### config.mk
export PLATFORM = sky130hd
export DESIGN_NAME = wbm_spi_cmd
export DESIGN_NICKNAME = d
export VERILOG_FILES = /design/src/rtl/wbm_spi_cmd_pkg.sv /design/src/rtl/wbm_spi_cmd_sync_2ff.sv /design/src/rtl/wbm_spi_cmd.sv
export SDC_FILE = /design/constraint.sdc
export NUM_CORES = 1
export LEC_CHECK = 0
export CAP_MARGIN = 5
export CORE_ASPECT_RATIO = 1.25
export CORE_MARGIN = 4
export CORE_UTILIZATION = 50
export CTS_CLUSTER_SIZE = 24
export DETAILED_ROUTE_END_ITERATION = 6
export PLACE_DENSITY = 0.79
export SYNTH_ARGS = -nofsm -noshare
export SYNTH_HDL_FRONTEND = slang
export SYNTH_SLANG_ARGS = --single-unit
### constraint.sdc
create_clock -name clk -period 2.45 [get_ports clk]
set_clock_uncertainty 0.1 [all_clocks]
set_input_delay 0.735 -clock clk [delete_from_list [all_inputs] [get_ports clk]]
set_output_delay 0.735 -clock clk [all_outputs]
set_load 0.03 [all_outputs]
### src/rtl/wbm_spi_cmd_pkg.sv
// Shared definitions for the SPI-to-Wishbone command engine: command bytes,
// FSM state encoding and small byte-selection helpers.
package wbm_spi_cmd_pkg;

  // Command opcodes carried in the first byte of a frame
  localparam logic [7:0] CMD_WRITE = 8'h57;  // 'W'
  localparam logic [7:0] CMD_READ  = 8'h52;  // 'R'

  // Number of data bytes in a write payload / read response
  localparam logic [2:0] WORD_BYTES = 3'd4;

  // Command engine states
  typedef enum logic [2:0] {
    ST_IDLE  = 3'd0,  // waiting for a command byte
    ST_ADDR  = 3'd1,  // waiting for the word address byte
    ST_WDATA = 3'd2,  // collecting four write-data bytes, MSB first
    ST_WB    = 3'd3,  // Wishbone classic cycle in progress
    ST_TX    = 3'd4   // exporting four read-data bytes, MSB first
  } state_t;

  // True for the two recognised command opcodes
  function automatic logic is_cmd(input logic [7:0] b);
    return (b == CMD_WRITE) || (b == CMD_READ);
  endfunction

  // Byte idx of a word, counting from the most significant byte
  function automatic logic [7:0] word_byte(input logic [31:0] w,
                                           input logic [1:0]  idx);
    logic [7:0] b;
    case (idx)
      2'd0:    b = w[31:24];
      2'd1:    b = w[23:16];
      2'd2:    b = w[15:8];
      default: b = w[7:0];
    endcase
    return b;
  endfunction

endpackage

### src/rtl/wbm_spi_cmd_sync_2ff.sv
// Two-flop synchroniser for asynchronous inputs entering the Wishbone clock
// domain. Each bit is synchronised independently, so multi-bit use is only
// valid for bits that are independent of one another.
module sync_2ff #(
  parameter int W = 1
) (
  input  logic         clk,
  input  logic         rst_n,
  input  logic [W-1:0] d,
  output logic [W-1:0] q
);

  logic [W-1:0] meta;

  // Two-stage resynchronisation, cleared asynchronously
  always_ff @(posedge clk or negedge rst_n) begin
    if (!rst_n) begin
      meta <= '0;
      q    <= '0;
    end else begin
      meta <= d;
      q    <= meta;
    end
  end

endmodule

### src/rtl/wbm_spi_cmd.sv
// Wishbone-side command engine of the SPI-to-Wishbone bridge.
//
// Byte transport in both directions uses a two-phase toggle handshake: the
// producer places a byte on *_data and then inverts *_req; a transfer is
// pending while req != ack; the consumer takes the byte and copies req into
// ack to complete it. The producer must keep *_data stable while a transfer
// is pending and may not start another one until req == ack again.
//
// Incoming frames are: command ('W' or 'R'), word address, then four data
// bytes MSB first for writes. Each frame becomes a single Wishbone B4
// classic cycle; read results are returned as four bytes, MSB first.
module wbm_spi_cmd
  import wbm_spi_cmd_pkg::*;
#(
  parameter logic [7:0] TIMEOUT = 8'd255
) (
  input  logic        clk,
  input  logic        rst_n,
  input  logic        spi_csn,
  input  logic        rx_handshake_req,
  input  logic [7:0]  rx_handshake_data,
  output logic        rx_handshake_ack,
  output logic        tx_handshake_req,
  output logic [7:0]  tx_handshake_data,
  input  logic        tx_handshake_ack,
  output logic        wb_cyc_o,
  output logic        wb_stb_o,
  output logic        wb_we_o,
  output logic [7:0]  wb_adr_o,
  output logic [31:0] wb_dat_o,
  output logic [3:0]  wb_sel_o,
  input  logic [31:0] wb_dat_i,
  input  logic        wb_ack_i,
  output logic [2:0]  dbg_state
);

  // ---------------------------------------------------------------------
  // Synchronisers for the asynchronous SPI-side signals
  // ---------------------------------------------------------------------
  logic rx_req_s;
  logic tx_ack_s;
  logic csn_s;

  sync_2ff #(.W(1)) u_sync_rx_req (
    .clk   (clk),
    .rst_n (rst_n),
    .d     (rx_handshake_req),
    .q     (rx_req_s)
  );

  sync_2ff #(.W(1)) u_sync_tx_ack (
    .clk   (clk),
    .rst_n (rst_n),
    .d     (tx_handshake_ack),
    .q     (tx_ack_s)
  );

  sync_2ff #(.W(1)) u_sync_csn (
    .clk   (clk),
    .rst_n (rst_n),
    .d     (spi_csn),
    .q     (csn_s)
  );

  // ---------------------------------------------------------------------
  // Internal state
  // ---------------------------------------------------------------------
  state_t      state;
  state_t      next_state;

  logic        rx_ack;      // ack toggle returned to the RX stage
  logic        rx_vld;      // one-cycle pulse: rx_byte holds a fresh byte
  logic [7:0]  rx_byte;     // last byte taken from the RX stage
  logic        csn_q;       // previous synced chip select, for edge detect

  logic        we_q;        // current frame is a write
  logic [2:0]  cnt;         // byte counter for WDATA and TX
  logic [7:0]  tmo_cnt;     // cycles spent waiting for wb_ack_i
  logic [31:0] rd_data;     // read result (or all-ones after timeout)
  logic        tx_req;      // req toggle towards the TX stage
  logic [7:0]  tx_data;     // byte presented to the TX stage

  logic        rx_event;
  logic        csn_rise;
  logic        wb_timeout;
  logic        tx_free;
  logic        tx_load;

  assign rx_event   = (rx_req_s != rx_ack);
  assign csn_rise   = csn_s & ~csn_q;
  assign wb_timeout = (tmo_cnt == TIMEOUT);
  assign tx_free    = (tx_ack_s == tx_req);
  assign tx_load    = (state == ST_TX) && tx_free && (cnt != WORD_BYTES);

  assign rx_handshake_ack  = rx_ack;
  assign tx_handshake_req  = tx_req;
  assign tx_handshake_data = tx_data;
  assign wb_sel_o          = 4'hF;

  // ---------------------------------------------------------------------
  // RX intake: acknowledge every byte event the cycle it is seen, in any
  // state; the FSM decides one cycle later whether the byte is used.
  // ---------------------------------------------------------------------
  always_ff @(posedge clk or negedge rst_n) begin
    if (!rst_n) begin
      rx_ack  <= 1'b0;
      rx_vld  <= 1'b0;
      rx_byte <= 8'h00;
      csn_q   <= 1'b0;
    end else begin
      rx_vld <= rx_event;
      csn_q  <= csn_s;
      if (rx_event) begin
        rx_ack  <= rx_req_s;
        rx_byte <= rx_handshake_data;
      end
    end
  end

  // ---------------------------------------------------------------------
  // FSM state register
  // ---------------------------------------------------------------------
  always_ff @(posedge clk or negedge rst_n) begin
    if (!rst_n) begin
      state <= ST_IDLE;
    end else begin
      state <= next_state;
    end
  end

  // ---------------------------------------------------------------------
  // FSM next-state logic; a chip-select rise ends an unfinished frame but
  // never cancels a cycle that the same byte has just launched
  // ---------------------------------------------------------------------
  always_comb begin
    next_state = state;
    case (state)
      ST_IDLE: begin
        if (rx_vld && is_cmd(rx_byte)) next_state = ST_ADDR;
      end
      ST_ADDR: begin
        if (rx_vld) next_state = we_q ? ST_WDATA : ST_WB;
      end
      ST_WDATA: begin
        if (rx_vld && (cnt == WORD_BYTES - 3'd1)) next_state = ST_WB;
      end
      ST_WB: begin
        if (wb_ack_i || wb_timeout) next_state = we_q ? ST_IDLE : ST_TX;
      end
      ST_TX: begin
        if ((cnt == WORD_BYTES) && tx_free) next_state = ST_IDLE;
      end
      default: next_state = ST_IDLE;
    endcase

    if (csn_rise &&
        ((state == ST_IDLE) || (state == ST_ADDR) || (state == ST_WDATA)) &&
        (next_state != ST_WB)) begin
      next_state = ST_IDLE;
    end
  end

  // ---------------------------------------------------------------------
  // FSM outputs: bus strobes follow the state directly so that a reset
  // drops them without waiting for a clock
  // ---------------------------------------------------------------------
  always_comb begin
    wb_cyc_o  = (state == ST_WB);
    wb_stb_o  = (state == ST_WB);
    wb_we_o   = (state == ST_WB) && we_q;
    dbg_state = state;
  end

  // ---------------------------------------------------------------------
  // Datapath: frame parsing, bus cycle bookkeeping and response export
  // ---------------------------------------------------------------------
  always_ff @(posedge clk or negedge rst_n) begin
    if (!rst_n) begin
      we_q     <= 1'b0;
      wb_adr_o <= 8'h00;
      wb_dat_o <= 32'h0000_0000;
      cnt      <= 3'd0;
      tmo_cnt  <= 8'h00;
      rd_data  <= 32'h0000_0000;
      tx_req   <= 1'b0;
      tx_data  <= 8'h00;
    end else begin
      case (state)
        ST_IDLE: begin
          if (rx_vld && is_cmd(rx_byte)) we_q <= (rx_byte == CMD_WRITE);
        end
        ST_ADDR: begin
          if (rx_vld) begin
            wb_adr_o <= rx_byte;
            cnt      <= 3'd0;
          end
        end
        ST_WDATA: begin
          if (rx_vld) begin
            wb_dat_o <= {wb_dat_o[23:0], rx_byte};
            cnt      <= cnt + 3'd1;
          end
        end
        ST_WB: begin
          if (wb_ack_i) begin
            if (!we_q) rd_data <= wb_dat_i;
            cnt     <= 3'd0;
            tmo_cnt <= 8'h00;
          end else if (wb_timeout) begin
            if (!we_q) rd_data <= 32'hFFFF_FFFF;
            cnt     <= 3'd0;
            tmo_cnt <= 8'h00;
          end else begin
            tmo_cnt <= tmo_cnt + 8'h01;
          end
        end
        ST_TX: begin
          if (tx_load) begin
            tx_data <= word_byte(rd_data, cnt[1:0]);
            tx_req  <= ~tx_req;
            cnt     <= cnt + 3'd1;
          end
        end
        default: begin
          cnt     <= 3'd0;
          tmo_cnt <= 8'h00;
        end
      endcase
    end
  end

endmodule

==> impl_metrics.env <==
export IMPL_timing_final_max_slew_violations=0
export IMPL_vias_per_cell=5.417
export IMPL_num_antenna_cells=0
export IMPL_setup_viol=0
export IMPL_cp_buffers_inverters=1
export IMPL_dp_cells=613
export IMPL_grt_max_degree=39
export IMPL_ys_top_cells_by_count="113 x dfrtp_1, 80 x mux2_2, 32 x nand2b_1, 20 x nand2_1, 18 x nor2_1"
export IMPL_drtIter0Drc=270
export IMPL_grt_busiest_layer="met2"
export IMPL_powerDensity_mw_per_mm2=780.5
export IMPL_synth_main_ff_cell="dfrtp_1"
export IMPL_cts_setup_buffers=0
export IMPL_post_layout_nonfiller_instances=645
export IMPL_cts_buffers=17
export IMPL_numClockSinks=113
export IMPL_io_pins=106
export IMPL_antenna_found_initial=0
export IMPL_grt_usage_pct=19.78
export IMPL_synth_seq_cells=113
export IMPL_synth_area_leader_cell="dfrtp_1"
export IMPL_critPathArrivalTime_ns=1.50
export IMPL_start_util_pct=51.66
export IMPL_cts_path_max_buffers=2
export IMPL_crit_family="buffers and inverters"
export IMPL_vias=3494
export IMPL_setup_tns_ns=0
export IMPL_syn_to_final_growth_pct=36.23
export IMPL_syn_inst=392
export IMPL_ys_seq_area_share_pct=56.67
export IMPL_drc=0
export IMPL_clkTransAtPathRegs_ns=0.05
export IMPL_yosysUniqueCellTypes=47
export IMPL_antenna_left=0
export IMPL_critPathSlowestCell="clkdlybuf4s50_1"
export IMPL_firstDrtPassIters=5
export IMPL_cp_required_ns=1.62
export IMPL_final_hold_viol_count=0
export IMPL_netlist_top_cells_area="dfrtp_1 57%, mux2_2 18%, nand2b_1 4.0%"
export IMPL_port_buffers=101
export IMPL_maxSlewHeadroom_pct=62.28
export IMPL_leakagePower_nw=3.201
export IMPL_postLayoutSetupSlackWorst_ns=0.1119
export IMPL_grtUsageMet3_pct=5.872
export IMPL_fill_cells=644
export IMPL_critical_path_class="reg2out"
export IMPL_place_congestion=0.7814
export IMPL_rsz0062_at_grt="false"
export IMPL_cp_start_kind="register"
export IMPL_cts_tree="built"
export IMPL_dpl_worst_slack_ns=0.02111
export IMPL_wl_per_cell_um=17.32
export IMPL_fp_dieW_um=97.35
export IMPL_worstHoldPathType="in2async"
export IMPL_drv_cap=0
export IMPL_met1_usage_pct=23.78
export IMPL_cp_max_fo=3
export IMPL_overflow=0
export IMPL_met2_usage_pct=33.77
export IMPL_nets=559
export IMPL_worst_pin_slew_ns=0.5658
export IMPL_clock_root_buffer="clkbuf_16"
export IMPL_rows=40
export IMPL_period_needed_ns=2.338
export IMPL_synth_edf_count=0
export IMPL_yosysWarningCount=0
export IMPL_final_util_pct=70.38
export IMPL_end_kind="primary output"
export IMPL_finalCritPeriodShare_pct=95.43
export IMPL_core_area_mm2=0.009659
export IMPL_post_route_cells_drive_above_1_share_pct=25.63
export IMPL_dp_hpwl_mm=7.744
export IMPL_synth_async_reset_ratio_pct=100.0
export IMPL_insertion_delay_ns=0.41
export IMPL_wl_mm=11.17
export IMPL_cts_htree_levels=4
export IMPL_peakVddDrop_mv=0.6014
export IMPL_synthMostInstantiatedCell="dfrtp_1"
export IMPL_die_area_mm2=0.01165
export IMPL_synth_area_mm2=0.004990
export IMPL_synth_top_area_share_pct=56.67
export IMPL_die_height_um=119.7
export IMPL_status="finished clean"
export IMPL_critPathMaxStageDelay_ns=0.69
export IMPL_grt_pass1_wl_mm=18.32
export IMPL_clock_fmax_mhz=427.7
export IMPL_grt_pass1_vias=3632
export IMPL_synth_area_per_cell_um2=12.73
export IMPL_worstPathCellList="clkdlybuf4s50_1"
[path summary, 6_finish.rpt]
path                                                 from                        to  slack, ns  cells after the start
worst max-delay path               dbg_state[2]$_DFF_PN0_              dbg_state[2]       0.11                      1
worst min-delay path                                rst_n  wb_dat_o[12]$_DFFE_PN0P_       0.19                      1
worst max register to register     dbg_state[0]$_DFF_PN0_  wb_dat_o[19]$_DFFE_PN0P_       0.46                      5
worst min register to register  u_sync_csn.meta$_DFF_PN0_    u_sync_csn.q$_DFF_PN0_       0.25                      0
max in group asynchronous                           rst_n   rd_data[28]$_DFFE_PN0P_       1.47                      2
min in group clk                u_sync_csn.meta$_DFF_PN0_    u_sync_csn.q$_DFF_PN0_       0.25                      0
[kinds of logic (layout without fill, tap and decap cells)]
kind of cell | after synthesis | after routing | share of synthesized area, %
AOI/OAI and AO/OA | 53 | 53 | 7.423
adders and majority gates | 8 | 8 | 1.956
other | 1 | 4 | 0.07515
DFF | 113 | 113 | 56.67
buffers and inverters | 30 | 154 | 3.259
xor gates and xnor gates | 3 | 3 | 0.5267
and+or+nand+nor | 100 | 100 | 11.18
muxes | 84 | 84 | 18.91
[power by group]
group / leakage, nW / total, W / internal, W / switching [W]
Combinational: 1.39 / 0.000742 / 0.000322 / 0.000419
Clock: 0.285 / 0.00250 / 0.00167 / 0.000828
Sequential: 1.52 / 0.00206 / 0.00196 / 0.0000980
Total: 3.20 / 0.00531 / 0.00396 / 0.00135
[what timing repair did]
action	in CTS	in global routing
hold buffers	0	0
endpoints found under the hold margin	0	0
gates resized for setup	4	0
endpoints found under the setup margin	4	0
[through the flow]
| stage | instance area (um2) | hold slack (ns) | total power [W] |
|---|---|---|---|
| after floorplan | 5004 | 0.2312 | 0.002500 |
| after global placement | 6195 | 0.2339 | 0.002818 |
| after detailed placement | 6195 | 0.2355 | 0.002837 |
| after CTS | 6798 | 0.1963 | 0.005351 |
| after global routing | 6798 | 0.2125 | 0.005501 |
| final | 6798 | 0.1865 | 0.005306 |
[flip-flops by register name, summed over array words and instances, names as in the netlist, 3 cells and up]
register / cells
rd_data: 32
wb_dat_o: 32
rx_byte: 8
tmo_cnt: 8
tx_handshake_data: 8
wb_adr_o: 8
cnt: 3
dbg_state: 3
[final cells by class]
type | instances | area (um2) | share of cell area [%]
Clock inverter | 9 | 130.1 | 1.914
Timing Repair Buffer | 118 | 1166 | 17.15
Clock buffer | 23 | 478.0 | 7.031
Tap cell | 126 | 157.7 | 2.319
Multi-Input combinational cell | 252 | 2023 | 29.76
Inverter | 4 | 15.01 | 0.2209
Sequential cell | 113 | 2828 | 41.60
[cells in the final DEF (no fill, tap or decap), types with 4 or more instances in the layout]
master / n
conb_1: 4
nand2b_1: 32
a222oi_1: 8
mux2_2: 80
nor2_1: 17
clkdlybuf4s50_1: 95
dfrtp_1: 113
o21ai_0: 15
clkinvlp_4: 4
dlygate4sd2_1: 4
clkbuf_16: 17
nand2_1: 20
ha_1: 7
inv_1: 4
nand3_1: 9
buf_4: 16
a21oi_1: 12
[metal layers]
layer / vias to the layer above / part of all wire, %
li1: 1620 / -
met1: 1764 / 40
met2: 95 / 53
met3: 15 / 6.0
met4: 0 / 1.3
met5: - / 0
No activity file was read; power rests on OpenSTA's default activity.
==> variant 1: new RTL, same settings <==
`TIMEOUT`: 8'd255 -> 8'd127.
--- a/src/rtl/wbm_spi_cmd.sv
+++ b/src/rtl/wbm_spi_cmd.sv
@@ -12,7 +12,7 @@
 module wbm_spi_cmd
   import wbm_spi_cmd_pkg::*;
 #(
-  parameter logic [7:0] TIMEOUT = 8'd255
+  parameter logic [7:0] TIMEOUT = 8'd127
 ) (
   input  logic        clk,
   input  logic        rst_n,
Check against the original RTL: same outputs for any inputs over 10 cycles, from zero or initial values and one cycle with rst_n low; that may be too few to reach the edited logic, so the function may still have changed.
==> variant 1 against the original RTL <==
Wire length decreased by 5.1%. Setup slack got worse by 0.053 ns. Maximum frequency decreased by 2.2%. Sequential share of layout area decreased by 0.38 points. Critical path depth unchanged. Cell area increased by 0.98%. Sequential cell count unchanged. Power increased by 0.43%. Via count decreased by 5.4%. Area after synthesis increased by 1.0%. Register-to-register slack got worse by 0.12 ns. Synthesized cell count decreased by 2.6%. Critical endpoint is now dbg_state[0].
==> variant 1: results (changes against the original RTL) <==
[status]
outcome=finished clean

[route]
routed_via_density=5.21  ; -3.9%
routedWlPerCell_um=16.7  ; -3.6%
dr.first_iter.drc_count=198  ; -27%

[sta]
relSlewSlack_pct=61.9  ; -0.39 points
setup_slack_ns=0.0588  ; -0.0531 ns

[global_routing]
grt_pass1_vias=3564  ; -1.9%
grt.total_usage_pct=19.3  ; -0.45 points
grt_pass1_wl_um=17800  ; -2.8%

[setup_path]
crit_fanout=4  ; +1
r2r-start=cnt[0]
r2r-end=cnt[0]
startpoint=dbg_state[0]
max_stage_delay_ns=0.71  ; +0.02 ns

[place]
dpl_cell_area_um2=6210  ; +0.26%

[cts]
cts_resized=2  ; -2

[synthesis]
synth_mux_area_share_pct=20.8  ; +1.9 points
ys_seq_area_share_pct=56.1  ; -0.58 points
synth_compound_area_share_pct=6.28  ; -1.1 points
synth_xor_area_share_pct=0.521  ; -0.0054 points
synth_common_cells=dfrtp_1 (113), mux2_2 (86), nand2b_1 (37)

[floorplanning]
core-area_um2=9710  ; +0.52%

[power_and_ir_drop]
p_leak_nw=3.13  ; -2.2%

[final_layout]
layout-drive-gt1-share_pct=29.5  ; +3.8 points
layout.nets=549  ; -1.8%

[variant 1: cell count changes in the layout (fill, tap and decap cells not counted), moves of 3 or more]
cell / change
nand2_1: -9
clkinv_4: +6
mux2_2: +6
nor2_1: -6
nand2b_1: +5
nand3_1: -5
dlygate4sd2_1: -4
clkbuf_1: -3
clkbuf_8: -3
o21ai_0: -3
[variant 1: layout make-up]
cell class              instances  area [um2]
multi-input cells             241        2060
well taps                     126         158
fillers                       691        2850
flip-flops and latches        113        2830
repair buffers                116        1150
clock buffers                  17         425
inverters                       7        26.3
clock inverters                15         210
[variant 1: power breakdown]
group	total, W	switching [W]	internal (W)
combinational	0.000638	0.000318	0.000321
clock	0.00259	0.000874	0.00171
sequential	0.00210	0.000103	0.00200
total	0.00533	0.00129	0.00403
[variant 1: metal layers]
layer | part of all wire (%) | track usage [%]
met5 | 0 | 0
met4 | 1.5 | 7.19
met3 | 7.4 | 8.14
met2 | 50 | 31.3
met1 | 41 | 23.1
==> variant 2: new RTL, config.mk and constraints unchanged <==
Without the edit above. Register the output `dbg_state`, without a reset; this adds one clock of latency there. The other outputs are not delayed to match.
--- a/src/rtl/wbm_spi_cmd.sv
+++ b/src/rtl/wbm_spi_cmd.sv
@@ -34,6 +34,8 @@
   output logic [2:0]  dbg_state
 );
 
+  logic [2:0] dbg_state_d;
+
   // ---------------------------------------------------------------------
   // Synchronisers for the asynchronous SPI-side signals
   // ---------------------------------------------------------------------
@@ -168,7 +170,7 @@
     wb_cyc_o  = (state == ST_WB);
     wb_stb_o  = (state == ST_WB);
     wb_we_o   = (state == ST_WB) && we_q;
-    dbg_state = state;
+    dbg_state_d = state;
   end
 
   // ---------------------------------------------------------------------
@@ -229,5 +231,9 @@
     end
   end
 
+  always_ff @(posedge clk) begin
+    dbg_state <= dbg_state_d;
+  end
+
 endmodule
 
Function: changed (a bounded check fails within 10 cycles, from zero or initial values and one cycle with rst_n low).
==> variant 2 against the original RTL <==
Worst hold slack got worse by 0.037 ns. Sequential cell count increased by 3. Power rose by 14%. Via count down 0.11%. Area after synthesis grew 1.1%. Critical path depth did not move. Highest routed layer unchanged. Setup slack gained 0.0022 ns. Cell area increased by 1.4%. Maximum frequency hardly changed. Largest power group unchanged. Critical endpoint is now tx_handshake_req. Wire length is 2.4% higher.
==> variant 2: results (changes against the original RTL) <==
[synthesis]
synth_ff_type=dfrtp_1
synthTopCellsByArea=dfrtp_1 (56%), mux2_2 (18%), nand2b_1 (4.2%), ha_1 (1.7%), o21ai_0 (1.7%)
ys.warnings.count=0  ; unchanged
ys_seq_area_share_pct=57.3  ; +0.59 points
async_reset_ff_share_pct=97.4  ; -2.6 points
synth_common_cells=dfrtp_1 (113), mux2_2 (79), nand2b_1 (34)
synth.distinct_cells=46  ; -2.1%

[worst_hold_path]
min_path_type=primary input to asynchronous set/reset pin

[cts]
clock_path_buffers=2  ; unchanged
cts_made_buffers=17  ; unchanged
cts_root_buf=clkbuf_16
clkTransAtPathRegs_ns=0.05  ; about the same
htreeDepth=4  ; unchanged
clk_latency_ns=0.40

[final_layout]
layout.nets=561  ; +0.36%
reg_top3=rd_data x32, wb_dat_o x32
layout-drive-gt1-share_pct=27.3  ; +1.6 points
insertedDiodeCount=0  ; unchanged

[place]
numPortBuffers=101  ; unchanged
place.gp.congestion=0.770  ; -1.5%
dp_hpwl_um=7650  ; -1.2%
dpl_cell_area_um2=6240  ; +0.73%
preCtsSetupSlack_ns=0.0709  ; +0.0498 ns

[global_routing]
grt_pass1_vias=3827  ; +5.4%
grt_pass1_wl_um=19400  ; +5.6%
grt.total_usage_pct=20.6  ; +0.82 points
antenna_found_initial=0  ; unchanged
grt_max_degree=40  ; +2.6%

[route]
dr.first_iter.drc_count=164  ; -39%
drtPass1Iterations=4  ; -1
via_count=3490  ; -0.11%
routedWlPerCell_um=17.7  ; +2.1%

[sta]
relSlewSlack_pct=52.5  ; -9.7 points

[setup_path]
slowest_stage=clkdlybuf4s50_1
worst_path_dominant_cell_family=buffers and inverters
max_stage_delay_ns=0.71  ; +0.02 ns
crit_fanout=3  ; unchanged
arrival_ns=1.50  ; about the same

[power_and_ir_drop]
p_leak_nw=3.09  ; -3.5%
peakVddDrop_mv=0.558  ; -7.3%

[status]
outcome=finished clean

==> variant 2: cells by family (layout without fill, tap and decap cells) <==
kind of cell,after synthesis,in the layout,synth area share (%)
other,1,4,0.0744
multiplexers,84,84,18.7
XOR/XNOR,3,3,0.521
AO/OA/AOI/OAI,56,56,7.37
AND/OR/NAND/NOR,95,95,10.9
adder cells (fa/ha/maj),8,8,1.93
flip-flops,116,116,57.3
buffers and inverters,30,155,3.25
==> variant 2: metal layers <==
| metal | track usage [%] | share of wire (%) |
|---|---|---|
| met3 | 7.56 | 6.2 |
| met5 | 0 | 0 |
| met1 | 23.3 | 39 |
| met2 | 36.1 | 53 |
| met4 | 6.41 | 0.98 |
==> variant 2: area by class of cell <==
class | count | area [um2]
timing repair buffer | 119 | 1190
sequential | 116 | 2890
clock buffer | 17 | 425
tap | 126 | 158
multi-input combinational | 250 | 2020
clock inverter | 15 | 205
inverter | 4 | 15.0
fill | 666 | 2820
==> variant 2: worst paths after layout <==
kind,cells after the start,slack (ns),start,to
worst min register to register,0,0.25,u_sync_rx_req.meta,u_sync_rx_req.q
min in group clk,0,0.25,u_sync_rx_req.meta,u_sync_rx_req.q
max in group asynchronous,2,1.55,rst_n,u_sync_csn.meta
worst min-delay path,1,0.15,rst_n,rd_data[7]
worst max register to register,6,0.36,cnt[0],cnt[2]
worst max-delay path,1,0.11,tx_handshake_req,tx_handshake_req
==> variant 2: what timing repair did <==
action,4_1_cts,5_1_grt
endpoints found under the setup margin,3,1
setup buffers,1,2
pin swaps,1,0
resized for setup,1,0
==> variant 2: per-stage QoR <==
stage / utilization [%] / cells
6_report: 71.0 / 647
5_1_grt: 71.0 / 647
3_5_place_dp: 64.3 / 612
2_1_floorplan: - / 396
4_1_cts: 70.9 / 645
3_3_place_gp: 64.3 / 612
==> variant 2: where the power goes <==
group          switching [W]  total (W)  internal, W
Clock               0.000890    0.00260      0.00171
Sequential          0.000141    0.00224      0.00210
Combinational       0.000670    0.00120     0.000527
Total                0.00170    0.00604      0.00434
